File: src/rtl/legv8_isa_pkg.sv
// ---------------------------------------------------------------------------
// legv8_isa_pkg
// Shared LEGv8 ISA definitions used by both the control-unit decode and the
// instruction encoder: the descriptor operation enumeration, the instruction
// format classes, the fixed opcode field values and the field widths.
//
// Helper functions:
//   opFormat(op) : which instruction format an operation code packs into
//   opcodeOf(op) : the fixed opcode field, right-aligned in 11 bits
// ---------------------------------------------------------------------------
package legv8_isa_pkg;

    localparam int OP_W     = 5;
    localparam int REG_W    = 5;
    localparam int IMM_W    = 26;
    localparam int INSTR_W  = 32;

    localparam int R_OPC_W  = 11;
    localparam int I_OPC_W  = 10;
    localparam int D_OPC_W  = 11;
    localparam int IM_OPC_W = 9;
    localparam int B_OPC_W  = 6;
    localparam int CB_OPC_W = 8;

    typedef enum logic [OP_W-1:0] {
        OP_ADD   = 5'd0,  OP_SUB   = 5'd1,  OP_AND   = 5'd2,  OP_ORR   = 5'd3,
        OP_EOR   = 5'd4,  OP_ADDS  = 5'd5,  OP_SUBS  = 5'd6,  OP_ANDS  = 5'd7,
        OP_ADDI  = 5'd8,  OP_SUBI  = 5'd9,  OP_ANDI  = 5'd10, OP_ORRI  = 5'd11,
        OP_EORI  = 5'd12, OP_ADDIS = 5'd13, OP_SUBIS = 5'd14, OP_ANDIS = 5'd15,
        OP_LDUR  = 5'd16, OP_STUR  = 5'd17, OP_MOVZ  = 5'd18, OP_MOVK  = 5'd19,
        OP_B     = 5'd20, OP_BL    = 5'd21, OP_CBZ   = 5'd22, OP_CBNZ  = 5'd23,
        OP_BCOND = 5'd24, OP_BR    = 5'd25
    } op_e;

    typedef enum logic [3:0] {
        FMT_R, FMT_I, FMT_D, FMT_IM, FMT_B, FMT_CB, FMT_BCOND, FMT_BR, FMT_ILLEGAL
    } fmt_e;

    // BR has no variable fields except Rn, so it is kept as a full word
    localparam logic [INSTR_W-1:0] OPC_BR_BASE = 32'hD61F_0000;

    // The op codes are grouped by format, so ranges select the format
    function automatic fmt_e opFormat(input logic [OP_W-1:0] op);
        if (op <= OP_ANDS)       return FMT_R;
        else if (op <= OP_ANDIS) return FMT_I;
        else if (op <= OP_STUR)  return FMT_D;
        else if (op <= OP_MOVK)  return FMT_IM;
        else if (op <= OP_BL)    return FMT_B;
        else if (op <= OP_CBNZ)  return FMT_CB;
        else if (op == OP_BCOND) return FMT_BCOND;
        else if (op == OP_BR)    return FMT_BR;
        else                     return FMT_ILLEGAL;
    endfunction

    // Narrower opcodes are zero-extended; each format slices its own width
    function automatic logic [10:0] opcodeOf(input logic [OP_W-1:0] op);
        case (op)
            OP_ADD:   return 11'h458;
            OP_SUB:   return 11'h658;
            OP_AND:   return 11'h450;
            OP_ORR:   return 11'h550;
            OP_EOR:   return 11'h650;
            OP_ADDS:  return 11'h558;
            OP_SUBS:  return 11'h758;
            OP_ANDS:  return 11'h750;
            OP_ADDI:  return 11'h244;
            OP_SUBI:  return 11'h344;
            OP_ANDI:  return 11'h248;
            OP_ORRI:  return 11'h2C8;
            OP_EORI:  return 11'h348;
            OP_ADDIS: return 11'h2C4;
            OP_SUBIS: return 11'h3C4;
            OP_ANDIS: return 11'h3C8;
            OP_LDUR:  return 11'h7C2;
            OP_STUR:  return 11'h7C0;
            OP_MOVZ:  return 11'h1A5;
            OP_MOVK:  return 11'h1E5;
            OP_B:     return 11'h005;
            OP_BL:    return 11'h025;
            OP_CBZ:   return 11'h0B4;
            OP_CBNZ:  return 11'h0B5;
            OP_BCOND: return 11'h054;
            default:  return 11'h000;
        endcase
    endfunction

endpackage

File: src/rtl/legv8_encode_fields.sv
// ---------------------------------------------------------------------------
// legv8_encode_fields
// Combinational field packer and range checker for one instruction
// descriptor. Produces the 32-bit LEGv8 word and a flag saying whether the
// operation is defined and its immediate fits the target field.
//
// Ports:
//   op    in  5   operation code (legv8_isa_pkg::op_e values, 26-31 illegal)
//   rd    in  5   Rd / Rt; {0,cond} for B.cond
//   rn    in  5   Rn
//   rm    in  5   Rm
//   imm   in  26  raw immediate; shamt in [5:0] for R ops, hw in [17:16]
//   word  out 32  packed instruction (zero when not legal)
//   legal out 1   op defined and immediate in range
// ---------------------------------------------------------------------------
module legv8_encode_fields
    import legv8_isa_pkg::*;
(
    input  logic [OP_W-1:0]    op,
    input  logic [REG_W-1:0]   rd,
    input  logic [REG_W-1:0]   rn,
    input  logic [REG_W-1:0]   rm,
    input  logic [IMM_W-1:0]   imm,
    output logic [INSTR_W-1:0] word,
    output logic               legal
);

    logic [10:0] w_opc;
    fmt_e        w_fmt;
    logic        w_dFits;
    logic        w_cbFits;

    assign w_opc = opcodeOf(op);
    assign w_fmt = opFormat(op);

    // Signed offsets fit when every bit above the field's sign bit copies it
    assign w_dFits  = (imm[25:8]  == {18{imm[8]}});
    assign w_cbFits = (imm[25:18] == {8{imm[18]}});

    // Pack the fields of the selected format; anything unrecognised stays
    // zero and not legal
    always_comb begin
        word  = '0;
        legal = 1'b0;
        case (w_fmt)
            FMT_R: begin
                word  = {w_opc[R_OPC_W-1:0], rm, imm[5:0], rn, rd};
                legal = ~|imm[25:6];
            end
            FMT_I: begin
                word  = {w_opc[I_OPC_W-1:0], imm[11:0], rn, rd};
                legal = ~|imm[25:12];
            end
            FMT_D: begin
                word  = {w_opc[D_OPC_W-1:0], imm[8:0], 2'b00, rn, rd};
                legal = w_dFits;
            end
            FMT_IM: begin
                word  = {w_opc[IM_OPC_W-1:0], imm[17:16], imm[15:0], rd};
                legal = ~|imm[25:18];
            end
            FMT_B: begin
                word  = {w_opc[B_OPC_W-1:0], imm};
                legal = 1'b1;
            end
            FMT_CB: begin
                word  = {w_opc[CB_OPC_W-1:0], imm[18:0], rd};
                legal = w_cbFits;
            end
            FMT_BCOND: begin
                word  = {w_opc[CB_OPC_W-1:0], imm[18:0], 1'b0, rd[3:0]};
                legal = w_cbFits;
            end
            FMT_BR: begin
                word  = OPC_BR_BASE | {22'd0, rn, 5'd0};
                legal = 1'b1;
            end
            default: begin
                word  = '0;
                legal = 1'b0;
            end
        endcase
    end

endmodule

File: src/rtl/legv8_instr_encoder.sv
// ---------------------------------------------------------------------------
// legv8_instr_encoder
// Streams instruction descriptors into encoded LEGv8 words, each tagged with
// its byte address. One-cycle latency, one word per cycle through a single
// output register with valid/ready flow control. Illegal or out-of-range
// descriptors are consumed without output and latch a sticky error.
//
// Parameters: ADDR_W (address counter width), BASE_ADDR (start address)
// Ports:
//   clock, reset (sync, active-low), clear (soft clear of addr/count/err)
//   in_valid/in_ready, in_op, in_rd, in_rn, in_rm, in_imm : descriptor input
//   out_valid/out_ready, out_instr, out_addr              : word output
//   err (sticky), err_op (first failing op), count (saturating word count)
// ---------------------------------------------------------------------------
module legv8_instr_encoder
    import legv8_isa_pkg::*;
#(
    parameter int                ADDR_W    = 16,
    parameter logic [ADDR_W-1:0] BASE_ADDR = '0
) (
    input  logic               clock,
    input  logic               reset,
    input  logic               clear,
    input  logic               in_valid,
    output logic               in_ready,
    input  logic [OP_W-1:0]    in_op,
    input  logic [REG_W-1:0]   in_rd,
    input  logic [REG_W-1:0]   in_rn,
    input  logic [REG_W-1:0]   in_rm,
    input  logic [IMM_W-1:0]   in_imm,
    output logic               out_valid,
    input  logic               out_ready,
    output logic [INSTR_W-1:0] out_instr,
    output logic [ADDR_W-1:0]  out_addr,
    output logic               err,
    output logic [OP_W-1:0]    err_op,
    output logic [15:0]        count
);

    logic [INSTR_W-1:0] w_word;
    logic               w_legal;
    logic               w_accept;
    logic               w_xfer;

    logic               r_outValid;
    logic [INSTR_W-1:0] r_outInstr;
    logic [ADDR_W-1:0]  r_outAddr;
    logic [ADDR_W-1:0]  r_addr;
    logic [15:0]        r_count;
    logic               r_err;
    logic [OP_W-1:0]    r_errOp;

    legv8_encode_fields u_fields (
        .op    (in_op),
        .rd    (in_rd),
        .rn    (in_rn),
        .rm    (in_rm),
        .imm   (in_imm),
        .word  (w_word),
        .legal (w_legal)
    );

    assign in_ready  = ~r_outValid | out_ready;
    assign w_accept  = in_valid & in_ready;
    assign w_xfer    = r_outValid & out_ready;

    assign out_valid = r_outValid;
    assign out_instr = r_outInstr;
    assign out_addr  = r_outAddr;
    assign err       = r_err;
    assign err_op    = r_errOp;
    assign count     = r_count;

    // Output register: a legal accepted word loads it, otherwise a completed
    // transfer empties it. Clear is deliberately ignored here so a pending
    // word still finishes its handshake.
    always_ff @(posedge clock) begin
        if (!reset) begin
            r_outValid <= 1'b0;
            r_outInstr <= '0;
            r_outAddr  <= BASE_ADDR;
        end else if (w_accept && w_legal) begin
            r_outValid <= 1'b1;
            r_outInstr <= w_word;
            r_outAddr  <= r_addr;
        end else if (w_xfer) begin
            r_outValid <= 1'b0;
        end
    end

    // Byte address of the next legal word; wraps naturally at ADDR_W bits
    always_ff @(posedge clock) begin
        if (!reset || clear) begin
            r_addr <= BASE_ADDR;
        end else if (w_accept && w_legal) begin
            r_addr <= r_addr + ADDR_W'(4);
        end
    end

    // Words actually handed downstream, held at all-ones once saturated
    always_ff @(posedge clock) begin
        if (!reset || clear) begin
            r_count <= '0;
        end else if (w_xfer && (r_count != 16'hFFFF)) begin
            r_count <= r_count + 16'd1;
        end
    end

    // Only the first bad descriptor is recorded; clear re-arms the capture
    // but leaves the last recorded op visible
    always_ff @(posedge clock) begin
        if (!reset) begin
            r_err   <= 1'b0;
            r_errOp <= '0;
        end else if (clear) begin
            r_err   <= 1'b0;
        end else if (w_accept && !w_legal && !r_err) begin
            r_err   <= 1'b1;
            r_errOp <= in_op;
        end
    end

endmodule

File: config.mk
export PLATFORM = sky130hd
export DESIGN_NAME = legv8_instr_encoder
export DESIGN_NICKNAME = d
export VERILOG_FILES = /design/src/rtl/legv8_isa_pkg.sv /design/src/rtl/legv8_encode_fields.sv /design/src/rtl/legv8_instr_encoder.sv
export SDC_FILE = /design/constraint.sdc
export NUM_CORES = 1
export LEC_CHECK = 0
export ABC_AREA = 1
export BUFFER_PORTS_ARGS = -buffer_cell sky130_fd_sc_hd__buf_2
export CAP_MARGIN = 20
export CORE_UTILIZATION = 42
export CTS_CLUSTER_SIZE = 14
export DETAILED_ROUTE_END_ITERATION = 8
export GPL_TIMING_DRIVEN = 0
export SETUP_SLACK_MARGIN = 0.05
export SLEW_MARGIN = 20
export SYNTH_ARGS = -nofsm -noshare
export SYNTH_HDL_FRONTEND = slang
export SYNTH_HIERARCHICAL = 1
export SYNTH_SLANG_ARGS = --single-unit
File: constraint.sdc
create_clock -name clock -period 3.1 [get_ports clock]
set_input_delay 0.465 -clock clock [delete_from_list [all_inputs] [get_ports clock]]
set_output_delay 0.465 -clock clock [all_outputs]
set_load 0.01 [all_outputs]
[Word level (Yosys, flattened, before mapping)]
Memory sizes are Yosys's and may differ from the RTL's.
Index checks and enable logic that the tools add are counted.
Storage, ports and cells
  register bits after elaboration: 87
  bits in read-only memories: 352
  input port bits: 51
  output and inout bits: 72
  logic and storage cells: 66
  memories kept: 1
Cells by class
  add/subtract/negate cells: 2
  order comparisons: 6
  equal/unequal tests: 12
  muxes and demuxes: 12
  bitwise logic cells: 6
  reductions and logical operators: 20
Memory list
  (name not given): depth 32, width 11, rd ports 1, clocked after Yosys merged registers in 0, wr ports 0, RTL line legv8_isa_pkg.sv:57  | case (op)
Operators with widths (number)
  one-hot mux 32 bit (8 select lines): 1
  two-way mux 4 bit: 8
  <= comparator 5 bit, second input constant: 4
  OR reduction 20 bit: 1
  == test 17 bit: 1
  adder 16 x 1 -> 16 bit, second input constant: 1
  adder 16 x 3 -> 16 bit, second input constant: 1
  == test 4 x 3 -> 1 bit, second input constant: 4
  != test 16 bit, second input constant: 1
  OR reduction 14 bit: 1
  == test 5 bit, second input constant: 2
  == test 4 x 2 -> 1 bit, second input constant: 2
  OR reduction 8 bit: 1
  == test 7 bit: 1
  zero test 1 bit: 6
  one-hot mux 1 bit (6 select lines): 1
  OR reduction 2 bit: 3
  <= comparator 5 x 3 -> 1 bit, second input constant: 1
  <= comparator 5 x 4 -> 1 bit, second input constant: 1
  == test 4 x 1 -> 1 bit, second input constant: 1
  logical AND 1 bit: 4
  zero test 4 bit: 1
  inverter 1 bit: 3
  bitwise AND 1 bit: 2
  other kinds (5): 6

[Depth between registers and ports, before layout]
  depth in word-level cells: 16
  depth in mapped cells: 22
  depth with buffers taken out: 20

[Cells and area by module]
The synthesis kept the hierarchy.
By module, submodules not included
  legv8_instr_encoder: times used 1, cells each 484, area each 3465.8 sq um
  legv8_encode_fields: times used 1, cells each 376, area each 1988.2 sq um

[Least setup slack after synthesis]
No wires, ideal clock.
  kind: input to register
  start: input in_op[1]
  end: register r_errOp[0], in the netlist err_op[0]
  arrival: 2353 ps
  required time: 2984 ps
  setup slack: 631 ps
  cell stages on the path: 17
  buffers on the path: 1
  path through: inv_1 -> ha_1 -> nand2_1 -> o21ai_1 -> nor2_4 -> nand2_1 -> nand2_2 -> nand2_2 -> buf_4 -> a21oi_1 -> nand3_1 -> inv_1 -> nand3_1 -> nor3_2 -> inv_1 -> nor2_1 -> nor2_1
On the way
  cells in the longest elaborated chain, start to end: 16
  elaborated cells on any way between the ends: 31
  those cells by class: order compare: 6; eq/ne: 9; mux: 9; reduce/logical: 7
RTL lines
  start, declared: RTL line legv8_instr_encoder.sv:26  | input logic [OP_W-1:0] in_op,
  == test 5 bit: RTL line legv8_isa_pkg.sv:51  | else if (op == OP_BR) return FMT_BR;
  two-way mux 4 bit: RTL line legv8_isa_pkg.sv:51
  two-way mux 4 bit: RTL line legv8_isa_pkg.sv:50  | else if (op == OP_BCOND) return FMT_BCOND;
  two-way mux 4 bit: RTL line legv8_isa_pkg.sv:49  | else if (op <= OP_CBNZ) return FMT_CB;
  two-way mux 4 bit: RTL line legv8_isa_pkg.sv:48  | else if (op <= OP_BL) return FMT_B;
  two-way mux 4 bit: RTL line legv8_isa_pkg.sv:47  | else if (op <= OP_MOVK) return FMT_IM;
  two-way mux 4 bit: RTL line legv8_isa_pkg.sv:46  | else if (op <= OP_STUR) return FMT_D;
  two-way mux 4 bit: RTL line legv8_isa_pkg.sv:45  | else if (op <= OP_ANDIS) return FMT_I;
  two-way mux 4 bit *: RTL line legv8_isa_pkg.sv:44  | if (op <= OP_ANDS) return FMT_R;
  == test 4 x 3 -> 1 bit: RTL line legv8_encode_fields.sv:45  | case (w_fmt)
  OR reduction 2 bit (no source line)
  one-hot mux 1 bit (6 select lines) *: RTL line legv8_encode_fields.sv:45
  net w_legal: RTL line legv8_instr_encoder.sv:41  | logic w_legal;
  zero test 1 bit *: RTL line legv8_instr_encoder.sv:117  | end else if (w_accept && !w_legal && !r_err) begin
  logical AND 1 bit * (2 in a row): RTL line legv8_instr_encoder.sv:117
  AND reduction 2 bit (no source line) *
  end signal, assigned: RTL line legv8_instr_encoder.sv:119  | r_errOp <= in_op;
  end, declared: RTL line legv8_instr_encoder.sv:51  | logic [OP_W-1:0] r_errOp;
Mark *: on every way through the listed nets, which the timed path passes. The rest lies on a longest branch.
A chain may end at the register's enable or synchronous reset.

[Worst setup path after layout]
  start: input in_op[1]
  end: register r_addr[6]
On the way
  cells in the longest elaborated chain, start to end: 13
  elaborated cells on any way between the ends: 28
  those cells by class: order compare: 6; eq/ne: 9; mux: 9; reduce/logical: 4
RTL lines
  == test 5 bit: RTL line legv8_isa_pkg.sv:51
  two-way mux 4 bit: RTL line legv8_isa_pkg.sv:51
  two-way mux 4 bit: RTL line legv8_isa_pkg.sv:50
  two-way mux 4 bit: RTL line legv8_isa_pkg.sv:49
  two-way mux 4 bit: RTL line legv8_isa_pkg.sv:48
  two-way mux 4 bit: RTL line legv8_isa_pkg.sv:47
  two-way mux 4 bit: RTL line legv8_isa_pkg.sv:46
  two-way mux 4 bit: RTL line legv8_isa_pkg.sv:45
  two-way mux 4 bit *: RTL line legv8_isa_pkg.sv:44
  == test 4 x 3 -> 1 bit: RTL line legv8_encode_fields.sv:45
  OR reduction 2 bit (no source line)
  one-hot mux 1 bit (6 select lines) *: RTL line legv8_encode_fields.sv:45
  net w_legal: RTL line legv8_instr_encoder.sv:41
  logical AND 1 bit *: RTL line legv8_instr_encoder.sv:95  | end else if (w_accept && w_legal) begin
  end signal, assigned: RTL line legv8_instr_encoder.sv:96  | r_addr <= r_addr + ADDR_W'(4);
  end, declared: RTL line legv8_instr_encoder.sv:48  | logic [ADDR_W-1:0] r_addr;
Marks and branches as above.

==> metrics.yaml <==
outcome: "completed"
dieArea_mm2: 0.0134
grt_max_degree: 16
timing.final.max_slew_violations: 0
final_cell_count_no_fill: 1172
final_net_count: 1056
rsz_0062_raised_after_global_routing: "no"
detail_route.wirelength_mm: 18.1
number_of_global_route_vias_before_repair: 5465
longest_individual_stage_delay_on_the_worst_path_ns: 0.29
count_of_final_hold_check_violations: 0
initial_core_util: 0.432
timing.rr.start: "count[1]$_SDFFE_PP0P_"
worstSetupEndpointType: "register"
start_kind: "input pin"
grt_usage: 0.276
antennaDiodeCount: 0
antenna_violating_nets_post_route: 0
critical-path-slowest-cell: "sky130_fd_sc_hd__buf_2"
worstReg2RegEnd: "count[5]$_SDFFE_PP0P_"
yosys.cell_types.count: 42
die-height_um: 116
critical-path-top-delay-family: "buffers and inverters"
synth_top_family_by_area: "simple AND/OR/NAND/NOR gates"
clock_tree_from_tritoncts: "done"
synth_sequential_area_ratio: 0.305
fin_ws_ns: 0.343
number_of_cells_after_detailed_placement: 1153
layout_common_cells: "220 x sky130_fd_sc_hd__nand2_1, 133 x sky130_fd_sc_hd__buf_2, 94 x sky130_fd_sc_hd__nor2_1"
tightestPinTransition_ns: 0.567
clk_latency_ns: 0.34
root_buffer: "sky130_fd_sc_hd__clkbuf_16"
dominantRegCellSynth: "sky130_fd_sc_hd__dfxtp_1"
postSynth.asyncResetShare: 0
ys_seq_elements: 83
remaining_overflow_grt: 0
max-vdd-ir-drop_uv: 271
fillCellCount: 1375
cp_num_cells: 17
critical_path_class: "input pin to register"
core_area_mm2: 0.0126
p_leak_nw: 2.90
synth_compound_gate_area_share: 0.153
max_cap_violations: 0
ctsHtreeMaxLevel: 3
crit_path_max_fanout: 10
post_synth_instance_area_mm2: 0.00545
num_vias: 6149
post_synth_mux_area_share: 0
final-setup-viol-count: 0
buffer_ports.inserted: 120
cts-buffers-inserted: 9
clock_power_share: 0.416
preCtsSetupSlack_ns: -0.256
switchingPower_mw: 0.780
synthSimpleGateAreaFrac: 0.409
powerDensity_mw_per_mm2: 404
timing.critical_path.required_ns: 3.37
floorplan.die.width_um: 116
proportion_of_layout_cells_with_a_drive_suffix_above_1: 0.219
power.total_mw: 2.68
io-pin-count: 123
postSynthAreaPerCell_um2: 6.34
synth_adder_area_share: 0.0229
combPwrFrac: 0.176
routedWlPerCell_um: 15.4
slew_headroom: 0.622
seqCellArea_mm2: 0.00166
dp_hpwl_mm: 13.6
synthXorXnorAreaFrac: 0.00161
intPower_mw: 1.90
first_pass_iters: 5
switching_share: 0.291
cts_num_sinks: 83
layout_area_growth_over_synthesis_pct: 21.5
initial_antenna_violation_count: 0
clock_pin_slew_on_the_worst_setup_and_hold_paths_ns: 0.07
place_congestion: 0.938
worst_ep_arrival_time_ns: 3.03
number_of_warning_messages_in_the_yosys_log: 6
crit_end: "r_addr[6]$_SDFFE_PP0P_"
synth_edf_count: 0
most_common_cell_after_layout_fill_and_taps_aside: "sky130_fd_sc_hd__nand2_1"
drt_iter0_drc: 583
multi_input_comb_area_mm2: 0.00323
placementRows: 41
cp_num_buf_inv: 6
cts_hold_buf: 0
share_seq_of_total_power: 0.409
layout_worst_path_cycle_share: 0.889
reg2reg_slack_ns: 1.54
finalClockSkew_ns: 0.00658
path_cells: "buf_2 -> inv_2 -> ha_1 -> nand2_1 -> o21ai_2 -> nor2_4 -> buf_4 -> nor2b_4 -> buf_4 -> nand2_1 -> o21a_1 -> nand3_2 -> nand3_4 -> inv_2 -> buf_2 -> nand4_1 -> a21oi_1"
tns_ns: 0
routed_via_density: 5.25
fin_hold_ws_ns: 0.373
syn-instance-count: 860
cts_max_path_buffers: 2
cp-startpoint: "in_op[1]"
post-route-drc-count: 0
grt_first_pass_wirelength_mm: 28.5
clock.fmax_mhz: 363
reg2reg_depth: 9
finalWorstPathRequiredPeriod_ns: 2.76
worstHoldPathType: "input pin to register"
## metal layers
metal / wire length [µm] / GRT usage
met1: 8560 / 0.392
met2: 7830 / 0.418
met3: 1470 / 0.0471
met5: 0 / 0
met4: 220 / 0.0940
## timing repair
action / 4_1_cts / 5_1_grt
setup endpoints to repair: 0 / 57
buffers inserted: 0 / 3
resized for setup: 0 / 8
## synth_stat cells (6+ instances only)
| master | n | area (µm²) |
|---|---|---|
| sky130_fd_sc_hd__nand2_1 | 220 | 826 |
| sky130_fd_sc_hd__nor2_1 | 94 | 353 |
| sky130_fd_sc_hd__dfxtp_1 | 83 | 1660 |
| sky130_fd_sc_hd__a21oi_1 | 73 | 365 |
| sky130_fd_sc_hd__nand3_1 | 72 | 360 |
| sky130_fd_sc_hd__inv_1 | 71 | 267 |
| sky130_fd_sc_hd__o21ai_0 | 55 | 275 |
| sky130_fd_sc_hd__nand4_1 | 50 | 313 |
| sky130_fd_sc_hd__buf_2 | 13 | 65.1 |
| sky130_fd_sc_hd__nor3_1 | 13 | 65.1 |
| sky130_fd_sc_hd__inv_2 | 11 | 41.3 |
| sky130_fd_sc_hd__nor2_2 | 11 | 68.8 |
| sky130_fd_sc_hd__buf_6 | 10 | 113 |
| sky130_fd_sc_hd__clkbuf_1 | 10 | 37.5 |
| sky130_fd_sc_hd__ha_1 | 10 | 125 |
| sky130_fd_sc_hd__a22oi_1 | 7 | 52.6 |
| sky130_fd_sc_hd__buf_4 | 6 | 45.0 |
## state kept, by name, summed over array words and instances (netlist names)
name / count
out_addr: 14
r_addr: 14
err: 1
count: 16
out_valid: 1
out_instr: 32
err_op: 5
## power groups by stage
stage | clock [mW] | combinational [mW] | sequential, mW
2_1_floorplan | 0 | 0.272 | 1.13
3_3_place_gp | 0 | 0.453 | 1.12
3_5_place_dp | 0 | 0.452 | 1.12
4_1_cts | 1.14 | 0.454 | 1.09
5_1_grt | 1.19 | 0.515 | 1.10
6_report | 1.11 | 0.471 | 1.10
## cell families (layout without fill, tap and decap cells)
logic type | count (synthesis) | after routing
xor gates and xnor gates | 1 | 1
DFF | 83 | 83
adders and majority gates | 10 | 10
AOI/OAI and AO/OA | 155 | 155
buffers and inverters | 125 | 264
other | 1 | 2
and+or+nand+nor | 485 | 485
## tightest hold or removal path, stage by stage
cell and delay [ns]:
sky130_fd_sc_hd__buf_2 0.09, sky130_fd_sc_hd__nor2_1 0.04, sky130_fd_sc_hd__nor2_1 0.08
## through the flow
| step | cell area (µm²) | util |
|---|---|---|
| after detailed placement | 6270 | 0.497 |
| after floorplan | 5460 | - |
| after global placement | 6270 | 0.497 |
| after global routing | 6630 | 0.525 |
| final | 6630 | 0.525 |
| after CTS | 6590 | 0.522 |
## worst min path at each step
stage,endpoint,slack (ns),start,depth (start not counted)
after floorplan,out_addr[6]$_SDFFE_PN0P_,0.44,r_addr[6]$_SDFFE_PP0P_,2
after global placement,out_instr[10]$_SDFFE_PN0P_,0.45,out_instr[10]$_SDFFE_PN0P_,2
after detailed placement,out_instr[15]$_SDFFE_PN0P_,0.45,out_instr[15]$_SDFFE_PN0P_,2
after CTS,err_op[4]$_SDFFE_PN0P_,0.37,in_op[4],3
after global routing,err_op[4]$_SDFFE_PN0P_,0.40,in_op[4],3
final,err_op[4]$_SDFFE_PN0P_,0.37,in_op[4],3
## cell type report
cell class / instances / share of cell area
clock inverter: 6 / 0.0109
clock buffer: 10 / 0.0361
sequential: 83 / 0.251
inverter: 84 / 0.0485
buffer: 41 / 0.0406
timing repair buffer: 123 / 0.0940
tap: 172 / 0.0325
multi-input combinational: 653 / 0.487
Power figures use the tool's default switching activity.
